<file path="src/rtl/best_mv_fetch.sv">
// Best motion-vector fetch: decodes the winning candidate index into a signed MV, then streams
// BLKxBLK reference-block read addresses. Optional early-skip path enabled by `define MV_SKIP_EN.
module best_mv_fetch #(
  parameter int BIT_WIDTH   = 14,
  parameter int INDEX_WIDTH = 8,
  parameter int SW_LOG2     = 4,
  parameter int MV_OFFSET   = 8,
  parameter int BLK         = 16,
  parameter int REF_STRIDE  = 32,
  parameter int ADDR_WIDTH  = 10
) (
  input  logic                                 clk,
  input  logic                                 rst,
  input  logic                                 in_valid,
  output logic                                 in_ready,
  input  logic [INDEX_WIDTH-1:0]               in_index,
  input  logic [BIT_WIDTH-1:0]                 in_sad,
  output logic                                 mv_valid,
  output logic signed [SW_LOG2:0]              mv_x,
  output logic signed [INDEX_WIDTH-SW_LOG2:0]  mv_y,
  output logic [BIT_WIDTH-1:0]                 mv_sad,
  output logic                                 rd_valid,
  input  logic                                 rd_ready,
  output logic [ADDR_WIDTH-1:0]                rd_addr,
  output logic                                 rd_last,
  output logic                                 busy
`ifdef MV_SKIP_EN
  ,
  input  logic [BIT_WIDTH-1:0]                 skip_thresh,
  output logic                                 mv_skip
`endif
);

  localparam int XW  = SW_LOG2 + 1;
  localparam int YW  = INDEX_WIDTH - SW_LOG2 + 1;
  localparam int YIW = INDEX_WIDTH - SW_LOG2;
  localparam int CW  = (BLK > 1) ? $clog2(BLK) : 1;

  localparam logic [ADDR_WIDTH-1:0] STRIDE_A = ADDR_WIDTH'(REF_STRIDE);
  // Jump from the last column of one row to the first column of the next.
  localparam logic [ADDR_WIDTH-1:0] ROW_STEP = ADDR_WIDTH'(REF_STRIDE - (BLK - 1));
  localparam logic [CW-1:0]         LAST    = CW'(BLK - 1);

  typedef enum logic [1:0] {IDLE, DECODE, READ} state_t;

  state_t              state, state_nxt;
  logic [CW-1:0]       row, col;
  logic [SW_LOG2-1:0]  idx_x;
  logic [YIW-1:0]      idx_y;
  logic                accept, beat;

  assign idx_x    = in_index[SW_LOG2-1:0];
  assign idx_y    = in_index[INDEX_WIDTH-1:SW_LOG2];

  assign in_ready = (state == IDLE);
  assign mv_valid = (state == DECODE);
  assign rd_valid = (state == READ);
  assign busy     = (state != IDLE);
  assign rd_last  = rd_valid && (row == LAST) && (col == LAST);
  assign accept   = in_valid & in_ready;
  assign beat     = rd_valid & rd_ready;

  always_ff @(posedge clk or posedge rst) begin
    if (rst) state <= IDLE;
    else     state <= state_nxt;
  end

  always_comb begin
    state_nxt = state;
    case (state)
      IDLE:   if (accept) state_nxt = DECODE;
`ifdef MV_SKIP_EN
      DECODE: state_nxt = mv_skip ? IDLE : READ;
`else
      DECODE: state_nxt = READ;
`endif
      READ:   if (beat && rd_last) state_nxt = IDLE;
      default: state_nxt = IDLE;
    endcase
  end

  // Capture on handshake so mv_* are already registered while mv_valid is high.
  always_ff @(posedge clk or posedge rst) begin
    if (rst) begin
      mv_x    <= '0;
      mv_y    <= '0;
      mv_sad  <= '0;
      rd_addr <= '0;
      row     <= '0;
      col     <= '0;
    end else if (accept) begin
      mv_x    <= $signed({1'b0, idx_x}) - $signed(XW'(MV_OFFSET));
      mv_y    <= $signed({1'b0, idx_y}) - $signed(YW'(MV_OFFSET));
      mv_sad  <= in_sad;
      rd_addr <= ADDR_WIDTH'(idx_y) * STRIDE_A + ADDR_WIDTH'(idx_x);
      row     <= '0;
      col     <= '0;
    end else if (beat) begin
      if (col == LAST) begin
        col     <= '0;
        row     <= rd_last ? '0 : row + CW'(1);
        rd_addr <= rd_addr + ROW_STEP;
      end else begin
        col     <= col + CW'(1);
        rd_addr <= rd_addr + ADDR_WIDTH'(1);
      end
    end
  end

`ifdef MV_SKIP_EN
  always_ff @(posedge clk or posedge rst) begin
    if (rst)         mv_skip <= 1'b0;
    else if (accept) mv_skip <= (in_sad < skip_thresh);
  end
`endif

endmodule

</file>
<file path="config.mk">
export PLATFORM = sky130hd
export DESIGN_NAME = best_mv_fetch
export DESIGN_NICKNAME = d
export VERILOG_FILES = /design/src/rtl/best_mv_fetch.sv
export SDC_FILE = /design/constraint.sdc
export NUM_CORES = 1
export LEC_CHECK = 0
export CORE_MARGIN = 3
export CORE_UTILIZATION = 40
export DETAILED_ROUTE_END_ITERATION = 8
export PLACE_DENSITY = 0.72
export SLEW_MARGIN = 40
export SYNTH_ARGS = -nofsm -noshare
export SYNTH_HDL_FRONTEND = slang
export SYNTH_SLANG_ARGS = --single-unit
</file>
<file path="constraint.sdc">
create_clock -name clk -period 2.8 [get_ports clk]
set_input_delay 0.7 -clock clk [delete_from_list [all_inputs] [get_ports clk]]
set_output_delay 0.7 -clock clk [all_outputs]
set_load 0.03 [all_outputs]
</file>
; ---- Word-level counts from Yosys, hierarchy flattened
; Index checks and enable logic that the tools add are counted.
; W data, S select, Z words.
[classes]
add_sub_neg = 7
eq_ne = 6
muxes = 13
bitwise = 2
reduce_logical = 9
[op_table]
columns = cell, count
row1 = $mux W10, 3
row2 = $mux W4, 7
row3 = $add A10 B1 Y10 const B, 1
row4 = $add A10 B5 Y10 const B, 1
row5 = $add A9 B4 Y10, 1
row6 = $sub A4 B4 Y5 const B, 2
row7 = $add A4 B1 Y4 const B, 2
row8 = $eq A4 B4 Y1 const B, 2
row9 = $pmux W2 S3, 1
row10 = $reduce_bool A2 Y1, 3
row11 = $mux W2, 2
row12 = $ne A2 B1 Y1 const B, 2
row13 = $reduce_and A2 Y1, 2
row14 = $logic_and A1 B1 Y1, 3
row15 = $and A1 B1 Y1, 2
row16 = $eq A2 B1 Y1 const B, 1
row17 = $eq A2 B2 Y1 const B, 1
row18 = $logic_not A2 Y1, 1
[word_totals]
ff_bits = 44
inputBits = 26
out_inout_bits = 39
elab_cells = 44

; ---- Longest topological paths before layout
; Gate-level depths: netlist of the first run.
[depth]
depth_word = 7
mapped_depth = 8

; ---- Least setup slack after synthesis of the first run
; OpenSTA, ideal clock, no wires.
[synth_path]
kind = flip-flop to output port
start = register state[0]
end = output port rd_last
arrival_ps = 1412
required_time_ps = 2100
path_slack_ps = 688
stages_incl_launch_ff = 4
path_buffers = 0
cell_sequence = dfrtp_1 and2b_1 nand4_1 nor2_1
[synth_via]
elab_chain_cells = 3
[synth_rtl]
columns = item, line
row1 = start: declaration, 46  ; state_t state, state_nxt;
row2 = start signal: assignment, 65  ; else state <= state_nxt;
row3 = $eq A2 B2 Y1, 57  ; assign rd_valid = (state == READ);
row4 = net rd_valid, 22  ; output logic rd_valid,
row5 = $logic_and A1 B1 Y1 (2 in a row), 59  ; assign rd_last = rd_valid && (row == LAST) && (col == LAST);
row6 = end: declaration, 25  ; output logic rd_last,
; The timed path passes the listed nets, and every way through them passes these cells.

; ---- Final worst setup path of the first run
[layout_path]
start = register state[0]
end = output port rd_last
[layout_via]
elab_chain_cells = 3
[layout_rtl]
columns = item, line
row1 = $eq A2 B2 Y1, 57
row2 = $logic_and A1 B1 Y1 (2 in a row), 59
; No other way between the ends.

==> results of run 1 <==
cell usage in the layout (no fill, tap or decap), types with 2 or more instances in the layout:
master	instances
nand2_1	72
clkdlybuf4s50_1	64
dfrtp_1	42
nor2_1	11
nand3_1	8
o21ai_0	6
clkbuf_8	6
xor2_1	5
inv_1	4
ha_1	4
buf_4	4
inv_2	3
a31oi_1	3
a21oi_1	3
and2b_1	2
nand4_1	2
a21o_1	2
nor3_1	2
power breakdown:
part | total, uW | switching [uW] | internal [uW]
sequential | 1020 | 183 | 842
clock | 406 | 208 | 198
combinational | 1580 | 937 | 645
total | 3010 | 1330 | 1690
final cells by class:
class,count,share of cell area
Clock buffer,6,0.0309
Multi-Input combinational cell,143,0.286
Inverter,7,0.00983
Sequential cell,42,0.393
Tap cell,52,0.0243
Timing Repair Buffer,68,0.251
Clock inverter,2,0.00468
worst register-to-register path, stage by stage (launching register included):
cell     delay [ns]
dfrtp_1        0.42
ha_1           0.23
nand3_1        0.20
inv_1          0.13
ha_1           0.34
and3_1         0.16
a31oi_1        0.15
nor4_1         0.36
mux2i_1        0.21
sequential cells by signal, indices dropped and copies added (netlist names):
name	cells
col	4
mv_sad	14
mv_x	4
mv_y	4
rd_addr	10
row	4
state	2
per-layer routing:
metal | part of all wire | track usage | up-vias
li1 | - | - | 796
met1 | 0.44 | 0.206 | 768
met2 | 0.49 | 0.286 | 45
met4 | 0.012 | 0.0466 | 0
met3 | 0.066 | 0.0541 | 5
met5 | 0 | 0 | -
how the worst max path moves through the flow:
stage	slack, ns	startpoint	endpoint	cells past startpoint
after CTS	0.15	state[0]	rd_last	4
after floorplan	0.69	state[0]	rd_last	3
final	0.16	state[0]	rd_last	4
after detailed placement	0.48	state[0]	rd_last	4
after global placement	0.52	state[0]	rd_last	4
after global routing	0.06	state[0]	rd_last	4
through the flow:
step	cell area, um2	hold WS [ns]	power [uW]	cells
floorplan	1920	0.457	2000	202
global placement	2580	0.457	2600	312
detailed placement	2580	0.461	2640	312
CTS	2670	0.481	3050	320
global route	2670	0.503	3220	320
finish	2670	0.474	3010	320
cell families (layout without fill, tap and decap cells):
| kind of cell | after synthesis | after routing | share of synthesized area |
|---|---|---|---|
| fa+ha+maj | 4 | 4 | 0.0261 |
| xor+xnor | 6 | 6 | 0.0274 |
| simple gates | 109 | 109 | 0.257 |
| buf+inv | 17 | 83 | 0.0541 |
| compound gates | 23 | 23 | 0.0834 |
| mux | 1 | 1 | 0.00521 |
| flops | 42 | 42 | 0.547 |
==> flow_metrics.py, run 1 <==
metrics = {
    "synthesis": {
        "yosysTopAreaCellShare": 0.547,
        "syn_inst": 202,
        "syn_nets": 232,
        "ys_top_cells_by_area": "dfrtp_1, nand2_1, ha_1",
        "yosysTopAreaCell": "dfrtp_1",
        "async_reset_ff_frac": 1.00,
        "synth_ff_type": "dfrtp_1",
        "synth_edf_count": 0,
        "ys_seq_area_frac": 0.547,
        "synth-seq-cells": 42,
        "ys_top_cells_by_count": "nand2_1, dfrtp_1, nor2_1",
        "synth.most_common_cell": "nand2_1",
        "ys_types": 42,
        "yosysWarnings": 0,
        "postSynthAreaPerCell_um2": 9.51,
        "netlist_area_mm2": 0.00192,
    },
    "timing": {
        "slew_violations": 0,
        "setup_ws_ns": 0.164,
        "fin_worst_skew_ns": 0.00589,
        "min_period_ns": 2.64,
        "finalSetupViolCount": 0,
        "worstMarginPinSlew_ns": 0.398,
        "finalHoldViolations": 0,
        "rsz0062_at_grt": "no",
        "maxSlewHeadroom": 0.735,
        "fin_crit_sh": 0.941,
        "setup_tns_ns": 0,
        "max_freq_ghz": 0.379,
    },
    "routing": {
        "ant_nets": 0,
        "drcViolationCount": 0,
        "dr.first_iter.drc_count": 62,
        "via_per_inst": 5.04,
        "drt_wl_total_um": 4310,
        "drt_pass1_iterations": 4,
        "vias": 1614,
        "wl_per_cell_um": 13.5,
    },
    "die": {
        "die_w_um": 75.3,
        "initial_core_util": 0.426,
        "rows": 24,
        "dieArea_mm2": 0.00567,
        "core_area_mm2": 0.00450,
        "io_pins": 65,
        "die_y_um": 75.3,
    },
    "hold_path": {
        "hold_end": "mv_x[1]",
        "min_path_cells": 2,
        "min-delay-start": "mv_x[1]",
        "hold_path.class": "flip-flop to flip-flop",
    },
    "final_layout": {
        "synthToLayoutAreaGrowth_pct": 39.2,
        "multi_input_area_um2": 766,
        "fillers": 413,
        "seq_area_mm2": 0.00105,
        "drive_gt1_frac": 0.0746,
        "fin_util": 0.594,
        "fin_nets": 297,
        "diodes": 0,
    },
    "global_routing": {
        "antenna_found_initial": 0,
        "grt_overflow_total": 0,
        "grt_util_all_layers": 0.168,
        "grt_pass1_wl_um": 7210,
        "grt_pass1_vias": 1610,
        "grt_max_degree": 34,
    },
    "worst_setup_path": {
        "timing.rr.start": "col[0]",
        "arrival_ns": 1.94,
        "critPathTopFamily": "buffers and inverters",
        "worstPathCellList": "and2b_1 > nand4_1 > nor2_1 > clkdlybuf4s50_1",
        "cp_slowest_cell": "clkdlybuf4s50_1",
        "max_stage_delay_ns": 0.68,
        "r2r_end": "rd_addr[9]",
        "crit_type": "flip-flop to primary output",
        "reg2reg_slack_ns": 0.54,
        "r2r_cells": 8,
        "worst-path-max-fanout": 5,
        "end_kind": "primary output",
        "start_kind": "flip-flop",
        "crit_buf_inv": 1,
        "required_ns": 2.10,
    },
    "clock_network": {
        "cts_num_sinks": 42,
        "cts_resized": 0,
        "cts-hold-fix-buffers": 0,
        "htree_levels": 2,
        "clk_pin_slew_ns": 0.08,
        "numCtsBuffers": 5,
        "post_cts_buffers": 0,
        "cts_root_buf": "clkbuf_8",
        "clk_latency_ns": 0.29,
        "ctsLongestPathBuffers": 2,
        "cts_tree": "built",
    },
    "power": {
        "p_per_area_mw_per_mm2": 1130,
        "vdd_drop_max_uv": 599,
        "p_leak_uw": 0.00129,
    },
    "run": {
        "maxCapViolations": 0,
    },
    "outcome": {
        "outcome": "finished clean",
    },
    "placed_design": {
        "place_ws_ns": 0.484,
        "gp_congestion": 0.800,
        "hpwl_um": 3230,
        "portBuffers": 64,
    },
}
Note: power is estimated with default switching activity, not from simulation.
==> inputs of run 2 (changes only) <==
Settings changed: CAP_MARGIN from default to 5.
==> results of run 2 <==
The final DEF is identical to that of run 1; final timing and power are the same.
